$ cat src/rtl/multi_tap_delay_line.sv
// multi_tap_delay_line
//   N-tap delay line for the coil gate-drive feedback path. The 1-bit input
//   is shifted through DEPTH stages; each of NUM_TAPS outputs picks one stage.
//   New tap delays are accepted via a valid/ready handshake into a shadow
//   register. They become active on the next rising edge entering the line,
//   or after COMMIT_TIMEOUT cycles, whichever comes first.
//
//   Optional build macro: DELAY_LINE_FILTER_EN enables an input deglitch
//   filter of FILTER_LEN edges in front of the line.
//
// Ports
//   clock        in   single clock domain
//   reset        in   synchronous, active-high
//   in           in   signal to delay
//   phase_data   in   packed tap delays, tap i at [i*PHASE_W +: PHASE_W]
//   phase_valid  in   phase_data valid
//   phase_ready  out  block can accept phase_data
//   tap_enable   in   per-tap enable, a disabled tap drives 0
//   out          out  delayed taps (registered)
//   phase_err    out  sticky: a received delay was >= DEPTH
//   committed    out  one-cycle pulse when staged delays become active
module multi_tap_delay_line #(
  parameter int unsigned DEPTH          = 1024,
  parameter int unsigned NUM_TAPS       = 4,
  parameter int unsigned PHASE_W        = $clog2(DEPTH),
  parameter int unsigned COMMIT_TIMEOUT = 4096,
  parameter int unsigned FILTER_LEN     = 3
) (
  input  logic                        clock,
  input  logic                        reset,
  input  logic                        in,
  input  logic [NUM_TAPS*PHASE_W-1:0] phase_data,
  input  logic                        phase_valid,
  output logic                        phase_ready,
  input  logic [NUM_TAPS-1:0]         tap_enable,
  output logic [NUM_TAPS-1:0]         out,
  output logic                        phase_err,
  output logic                        committed
);

  localparam int unsigned IDX_W = $clog2(DEPTH);
  localparam int unsigned CNT_W = $clog2(COMMIT_TIMEOUT + 1);
  localparam logic [IDX_W-1:0] MAX_IDX  = IDX_W'(DEPTH - 1);
  localparam logic [CNT_W-1:0] CNT_LAST = CNT_W'(COMMIT_TIMEOUT - 1);

  typedef enum logic [1:0] {
    IDLE    = 2'd0,
    PENDING = 2'd1,
    COMMIT  = 2'd2
  } state_t;

  state_t            state_q, state_d;
  logic [CNT_W-1:0]  cnt_q, cnt_d;
  logic [IDX_W-1:0]  shadow_q [NUM_TAPS];
  logic [IDX_W-1:0]  shadow_d [NUM_TAPS];
  logic [IDX_W-1:0]  active_q [NUM_TAPS];
  logic [IDX_W-1:0]  active_d [NUM_TAPS];
  logic              err_q, err_d;
  logic              ready_q, ready_d;
  logic              committed_q, committed_d;
  logic [PHASE_W-1:0] fld;

  logic              in_s;
  logic [DEPTH-1:0]  line_q;
  logic [NUM_TAPS-1:0] out_q;
  logic              rise;

  // Input conditioning
`ifdef DELAY_LINE_FILTER_EN
  logic flt_q;
  if (FILTER_LEN <= 1) begin : g_flt1
    always_ff @(posedge clock) begin
      if (reset) flt_q <= 1'b0;
      else       flt_q <= in;
    end
  end else begin : g_fltn
    localparam int unsigned HW = FILTER_LEN - 1;
    logic [HW-1:0] hist_q;
    logic          stable;
    // current sample plus the last HW samples all agree
    assign stable = in ? (&hist_q) : ~(|hist_q);
    always_ff @(posedge clock) begin
      if (reset) begin
        hist_q <= '0;
        flt_q  <= 1'b0;
      end else begin
        hist_q <= HW'({hist_q, in});
        if (stable) flt_q <= in;
      end
    end
  end
  assign in_s = flt_q;
`else
  logic unused_cfg;
  assign unused_cfg = ^(32'(FILTER_LEN));
  assign in_s = in;
`endif

  // Delay line and tap selection
  always_ff @(posedge clock) begin
    if (reset) begin
      line_q <= '0;
      out_q  <= '0;
    end else begin
      line_q <= {line_q[DEPTH-2:0], in_s};
      for (int i = 0; i < NUM_TAPS; i++) begin
        out_q[i] <= tap_enable[i] & line_q[active_q[i]];
      end
    end
  end

  // Rising edge currently at the head of the line
  assign rise = line_q[0] & ~line_q[1];

  // FSM state register
  always_ff @(posedge clock) begin
    if (reset) begin
      state_q     <= IDLE;
      cnt_q       <= '0;
      err_q       <= 1'b0;
      ready_q     <= 1'b1;
      committed_q <= 1'b0;
      for (int i = 0; i < NUM_TAPS; i++) begin
        shadow_q[i] <= '0;
        active_q[i] <= '0;
      end
    end else begin
      state_q     <= state_d;
      cnt_q       <= cnt_d;
      err_q       <= err_d;
      ready_q     <= ready_d;
      committed_q <= committed_d;
      shadow_q    <= shadow_d;
      active_q    <= active_d;
    end
  end

  // FSM next state: accept, wait for edge/timeout, commit
  always_comb begin
    state_d  = state_q;
    cnt_d    = cnt_q;
    err_d    = err_q;
    shadow_d = shadow_q;
    active_d = active_q;
    fld      = '0;
    case (state_q)
      IDLE: begin
        // ready is high in IDLE, so valid alone marks a transfer
        if (phase_valid) begin
          state_d = PENDING;
          cnt_d   = '0;
          for (int i = 0; i < NUM_TAPS; i++) begin
            fld = phase_data[i*PHASE_W +: PHASE_W];
            if (32'(fld) >= DEPTH) begin
              shadow_d[i] = MAX_IDX;
              err_d       = 1'b1;
            end else begin
              shadow_d[i] = IDX_W'(fld);
            end
          end
        end
      end
      PENDING: begin
        if (rise || (cnt_q == CNT_LAST)) begin
          state_d  = COMMIT;
          active_d = shadow_q;
        end else begin
          cnt_d = cnt_q + 1'b1;
        end
      end
      COMMIT:  state_d = IDLE;
      default: state_d = IDLE;
    endcase
    ready_d     = (state_d == IDLE);
    committed_d = (state_d == COMMIT);
  end

  assign phase_ready = ready_q;
  assign committed   = committed_q;
  assign phase_err   = err_q;
  assign out         = out_q;

endmodule
$ cat config.mk
export PLATFORM = sky130hd
export DESIGN_NAME = multi_tap_delay_line
export DESIGN_NICKNAME = d
export VERILOG_FILES = /design/src/rtl/multi_tap_delay_line.sv
export SDC_FILE = /design/constraint.sdc
export NUM_CORES = 2
export LEC_CHECK = 0
export BUFFER_PORTS_ARGS = -buffer_cell sky130_fd_sc_hd__buf_2
export CAP_MARGIN = 15
export CORE_AREA = 2 2 366 368
export CTS_BUF_LIST = sky130_fd_sc_hd__clkbuf_4
export CTS_CLUSTER_SIZE = 10
export DETAILED_ROUTE_END_ITERATION = 10
export DIE_AREA = 0 0 368 370
export PLACE_DENSITY = 0.67
export SLEW_MARGIN = 20
export SYNTH_ARGS = -nofsm -noshare
export SYNTH_HDL_FRONTEND = slang
export SYNTH_SLANG_ARGS = --single-unit
$ cat constraint.sdc
create_clock -name clock -period 2.5 [get_ports clock]
set_input_delay 0.75 -clock clock [delete_from_list [all_inputs] [get_ports clock]]
set_output_delay 0.75 -clock clock [all_outputs]
set_load 0.01 [all_outputs]
==> After elaboration in Yosys (flattened, before gate mapping) <==
Index checks and enable logic that the tools add are counted.
{ "totals": {"reg_bits": 1125, "latchBits": 0, "ram_bits": 0, "romBits": 0, "input_bits": 48, "out_inout_bits": 7, "elab_cells": 51, "memories": 0} }
{ "op_classes": {"addsub": 1, "n_mul": 0, "div": 0, "magnitude_cmp": 4, "eq_ne": 5, "shift": 0, "n_mux": 14, "bitwise_logic": 6, "reduce_logical": 7} }
{ "op_table": {"columns": ["cell", "count"], "rows": [
  ["$lt 10x11->1 const B", 4],
  ["$bmux 1 s10", 4],
  ["$mux 13", 2],
  ["$pmux 13 s2", 1],
  ["$add 13x1->13 const B", 1],
  ["$eq 13x12->1 const B", 1],
  ["$and 1x1->1", 5],
  ["$logic_not 2->1", 2],
  ["$mux 1", 4],
  ["$mux 2", 2],
  ["$ne 2x2->1 const B", 2],
  ["$pmux 2 s2", 1],
  ["$reduce_and 2->1", 2],
  ["$reduce_and 3->1", 1],
  ["$eq 2x1->1 const B", 1],
  ["$eq 2x2->1 const B", 1],
  ["$reduce_bool 2->1", 1],
  ["$logic_or 1x1->1", 1],
  ["$not 1->1", 1]
]} }

==> Longest topological paths before layout <==
{ "depth": {"depth_word": 6, "ltp_mapped": 14, "ltp_nobuf": 9} }

==> Worst setup path after synthesis <==
No wires, ideal clock.
{ "synth_path": {"path_type": "register -> register", "startpoint": "register active_q[31] (netlist bit)", "endpoint": "register out_q[0] (netlist: out[0])", "setup_ns": 0.128, "arrival_time_ns": 2.282, "required_time_ns": 2.372, "slack_ns": 0.089, "stages_incl_launch_ff": 12, "path_buffers": 5, "period_less_slack_ns": 2.411, "cell_sequence": "dfxtp_1 buf_2 buf_4 buf_4 buf_4 buf_2 mux4_2 a22oi_1 nand3_1 a41o_1 o31ai_1 o22ai_1"} }
{ "synth_via": {"elab_chain_cells": 3} }
{ "synth_rtl": {"columns": ["item", "line", "text"], "rows": [
  ["from (decl)", "56", "logic [IDX_W-1:0] active_q [NUM_TAPS];"],
  ["from (signal assigned)", "134", "active_q <= active_d;"],
  ["$bmux 1 s10", "107", "out_q[i] <= tap_enable[i] & line_q[active_q[i]];"],
  ["$mux 1 (not written as such)", "107", null],
  ["$and 1x1->1", "107", null],
  ["to (signal, indexed assignment)", "107", null],
  ["to (decl)", "65", "logic [NUM_TAPS-1:0] out_q;"]
]} }
No other way between the ends. The select of a mux whose other input is x is not followed.
A chain may end at the register's enable or synchronous reset.

==> Worst setup path after layout <==
{ "layout_path": {"startpoint": "register active_q[10] (netlist bit)", "endpoint": "register out_q[2] (netlist: out[2])"} }
The elaborated chain is that of the path after synthesis.

==> results.yml <==
outcome:
  status: "finished, violations left"
  failed_checks: "negative setup slack"
floorplanning:
  pin_count: 55
  die_h_um: 370
  fp.dieW_um: 368
  initial_utilization_pct: 49.50
  core.rowCount: 134
  core_mm2: 0.1325
  dieArea_mm2: 0.1362
global_route:
  gr-usage-all-layers_pct: 36.53
  grt_pass1_wl_um: 372400
  antenna_found_initial: 10
  grt_pass1_vias: 56230
  grt_overflow_total: 0
  grt_max_degree: 199
final_layout:
  multi_input_area_mm2: 0.04070
  area_growth_pct: 23.42
  seq_area_mm2: 0.02259
  n_fill_cell: 10469
  final_nets: 6501
  drive_gt1_share_pct: 39.42
synth:
  post-synth-top-area-cell: "dfxtp_1"
  synthCells: 5586
  synth_top_family_by_area: "multiplexers"
  synth.area.top_cells: "dfxtp_1, mux4_2, nor2b_1"
  yosys.area_share.adder_pct: 0.01908
  synth_top_cells_by_count: "dfxtp_1, nor2b_1, mux4_2"
  synthesis.nets: 5635
  yosysMostFrequentCell: "dfxtp_1"
  synth_ff_type: "dfxtp_1"
  ys_ff_latch: 1125
  synthesis.area_mm2: 0.06556
  synth_cell_types: 76
  ys_seq_area_share_pct: 34.35
  synth.avg_cell_area_um2: 11.74
  synth-compound-area-share_pct: 9.831
  synth-edff-count: 0
  synth_mux_area_share_pct: 35.99
  ys_warn_count: 0
  yosys.area_share.simple_pct: 14.13
  synth_xor_area_share_pct: 0.1202
  synthArstFlopShare_pct: 0
  yosysTopAreaCellShare_pct: 34.35
timing:
  skew_ps: 147.0
  fin_crit_ps: 2915
  max_freq_mhz: 343.1
  maxSlewViolCount: 0
  setup_violations: 11
  rsz0062_at_grt: "yes"
  post-route-period-util_pct: 116.6
  timing.slew.headroom_pct: 23.97
  tightestPinTransition_ps: 1140
  final.setup.tns_ps: -1982
  final-hold-violation-count: 0
  setup_slack_ps: -414.9
clock_network:
  cts_htree_levels: 5
  insertion_delay_ps: 1360
  root_buffer: "clkbuf_4"
  cts_buffers: 320
  clkSlewWorstSetupHoldPaths_ps: 70
  cts_num_sinks: 1125
  cts_tree: "yes"
  cts_buffer_depth: 4
setup_path:
  startpoint_type: "flip-flop"
  cp.arrival_ps: 4080
  slowest_delay_ps: 490
  crit_required_ps: 3670
  critPathCaptureType: "flip-flop"
  worstPathCellList: "buf_12, buf_12, buf_16, buf_4, mux4_2, o22ai_1, a211oi_1, buf_4, a21oi_2, buf_4, nand3_1, a31oi_4, o32ai_1"
  cp_slowest_cell: "mux4_2"
  crit_path_max_fanout: 10
  cp_common_cell: "buf_4"
  reg2regPathDepth: 13
  crit_type: "flip-flop to flip-flop"
route:
  first_iter_violations: 7917
  wl_per_cell_um: 30.00
  drc_errors: 0
  vias_per_cell: 6.767
  ant_nets: 0
  firstDrtPassIters: 8
  dr_total_vias: 57116
  wl_um: 253200
min_path:
  hold_path_class: "input pin to flip-flop"
  hold_path_depth: 6
pwr:
  power_density_mw_per_mm2: 450.7
  power.leakage_nw: 27.24
  irDropWorstVdd_uv: 469.0
  finalPower_mw: 36.47
run:
  cap_viol_max_count: 0
placed_design:
  hpwl_um: 171500
  finalWeightedCongestion: 1.035
  placement.io_buffers: 53
[worst paths after layout]
path / startpoint / end / slack [ps]
worst max-delay path: active_q[10] / out[2] / -410
worst min-delay path: tap_enable[2] / out[2] / 160
worst max register to register: active_q[10] / out[2] / -410
worst min register to register: line_q[505] / line_q[506] / 420
[report_power, final]
part / total [mW] / switching, mW / internal [mW]
combinational: 1.50 / 0.944 / 0.555
clock: 17.0 / 8.21 / 8.75
sequential: 18.0 / 0.0501 / 18.0
total: 36.5 / 9.21 / 27.3
[through the flow]
step	cell area, um^2	utilization [%]	worst slack [ps]	instances	hold slack, ps
finish	80920	61.09	-414.9	8440	157.6
global route	80910	61.08	-431.5	8436	136.6
CTS	79960	60.37	-340.8	8401	78.19
detailed placement	73090	55.18	-839.7	7737	441.9
global placement	73080	55.18	-1014	7737	434.2
floorplan	65560	-	89.20	5586	432.1
[cells in the final DEF, fill, tap and decap left out, types with 13 or more instances in the layout]
| cell type | instances |
|---|---|
| dfxtp_1 | 1104 |
| buf_2 | 47 |
| a22oi_1 | 100 |
| o221ai_2 | 18 |
| nor3_1 | 27 |
| buf_12 | 166 |
| o21ai_1 | 27 |
| bufbuf_16 | 13 |
| a21oi_1 | 217 |
| clkinv_2 | 14 |
| nand3_1 | 58 |
| mux4_2 | 830 |
| clkbuf_4 | 463 |
| o221ai_1 | 193 |
| nor2_1 | 46 |
| nor3_2 | 14 |
| buf_16 | 28 |
| dfxtp_4 | 16 |
| clkinv_1 | 52 |
| a22oi_2 | 28 |
| a211oi_1 | 33 |
| o21ai_0 | 20 |
| a21oi_2 | 28 |
| mux2i_1 | 469 |
| nor2b_1 | 1048 |
| buf_4 | 742 |
| o22ai_1 | 109 |
| dlygate4sd3_1 | 45 |
| nand2b_1 | 17 |
| nand2_1 | 319 |
| a211oi_2 | 17 |
| buf_6 | 41 |
[worst max-delay path: cells and delay by family, from the launching register on]
family                 cells  cell delay [ps]
buffers and inverters      6              930
AO/OA/AOI/OAI              5              740
multiplexers               1              490
flip-flops                 1              420
AND/OR/NAND/NOR            1              140
[sequential cells by signal (all words and copies together), names as in the netlist]
register     count
line_q        1024
cnt_q           13
committed        1
state_q          2
shadow_q        40
active_q        40
phase_ready      1
out              4
[area by class of cell]
type                            count  share of cell area [%]
Antenna cell                       10                 0.03093
Clock buffer                      463                   4.296
Clock inverter                     69                  0.4391
Inverter                           18                 0.08350
Multi-Input combinational cell   3891                   50.30
Sequential cell                  1125                   27.91
Tap cell                         1768                   2.734
Timing Repair Buffer             1096                   14.21
[per-layer routing]
metal  wire, um  vias to the layer above  global-route usage (%)
li1           -                    23465                       -
met1      89810                    27925                   45.59
met2     109000                     4433                   53.29
met3      33220                     1279                   11.81
met4      21030                       14                   26.38
met5         85                        -                       0
[kinds of logic after synthesis]
| group | after synthesis |
|---|---|
| other | 1 |
| and+or+nand+nor | 1645 |
| DFF | 1125 |
| AOI/OAI and AO/OA | 923 |
| buffers and inverters | 570 |
| adders and majority gates | 1 |
| muxes | 1312 |
| xor gates and xnor gates | 9 |
[what timing repair did]
| action | CTS | global route |
|---|---|---|
| gates cloned | 23 | 5 |
| hold buffers | 45 | 0 |
| endpoints found under the setup margin | 11 | 11 |
| buffers inserted | 72 | 29 |
| endpoints found under the hold margin | 118 | 0 |
| resized for setup | 255 | 124 |
| pin swaps | 56 | 58 |
Note: power is estimated with default switching activity, not from simulation.
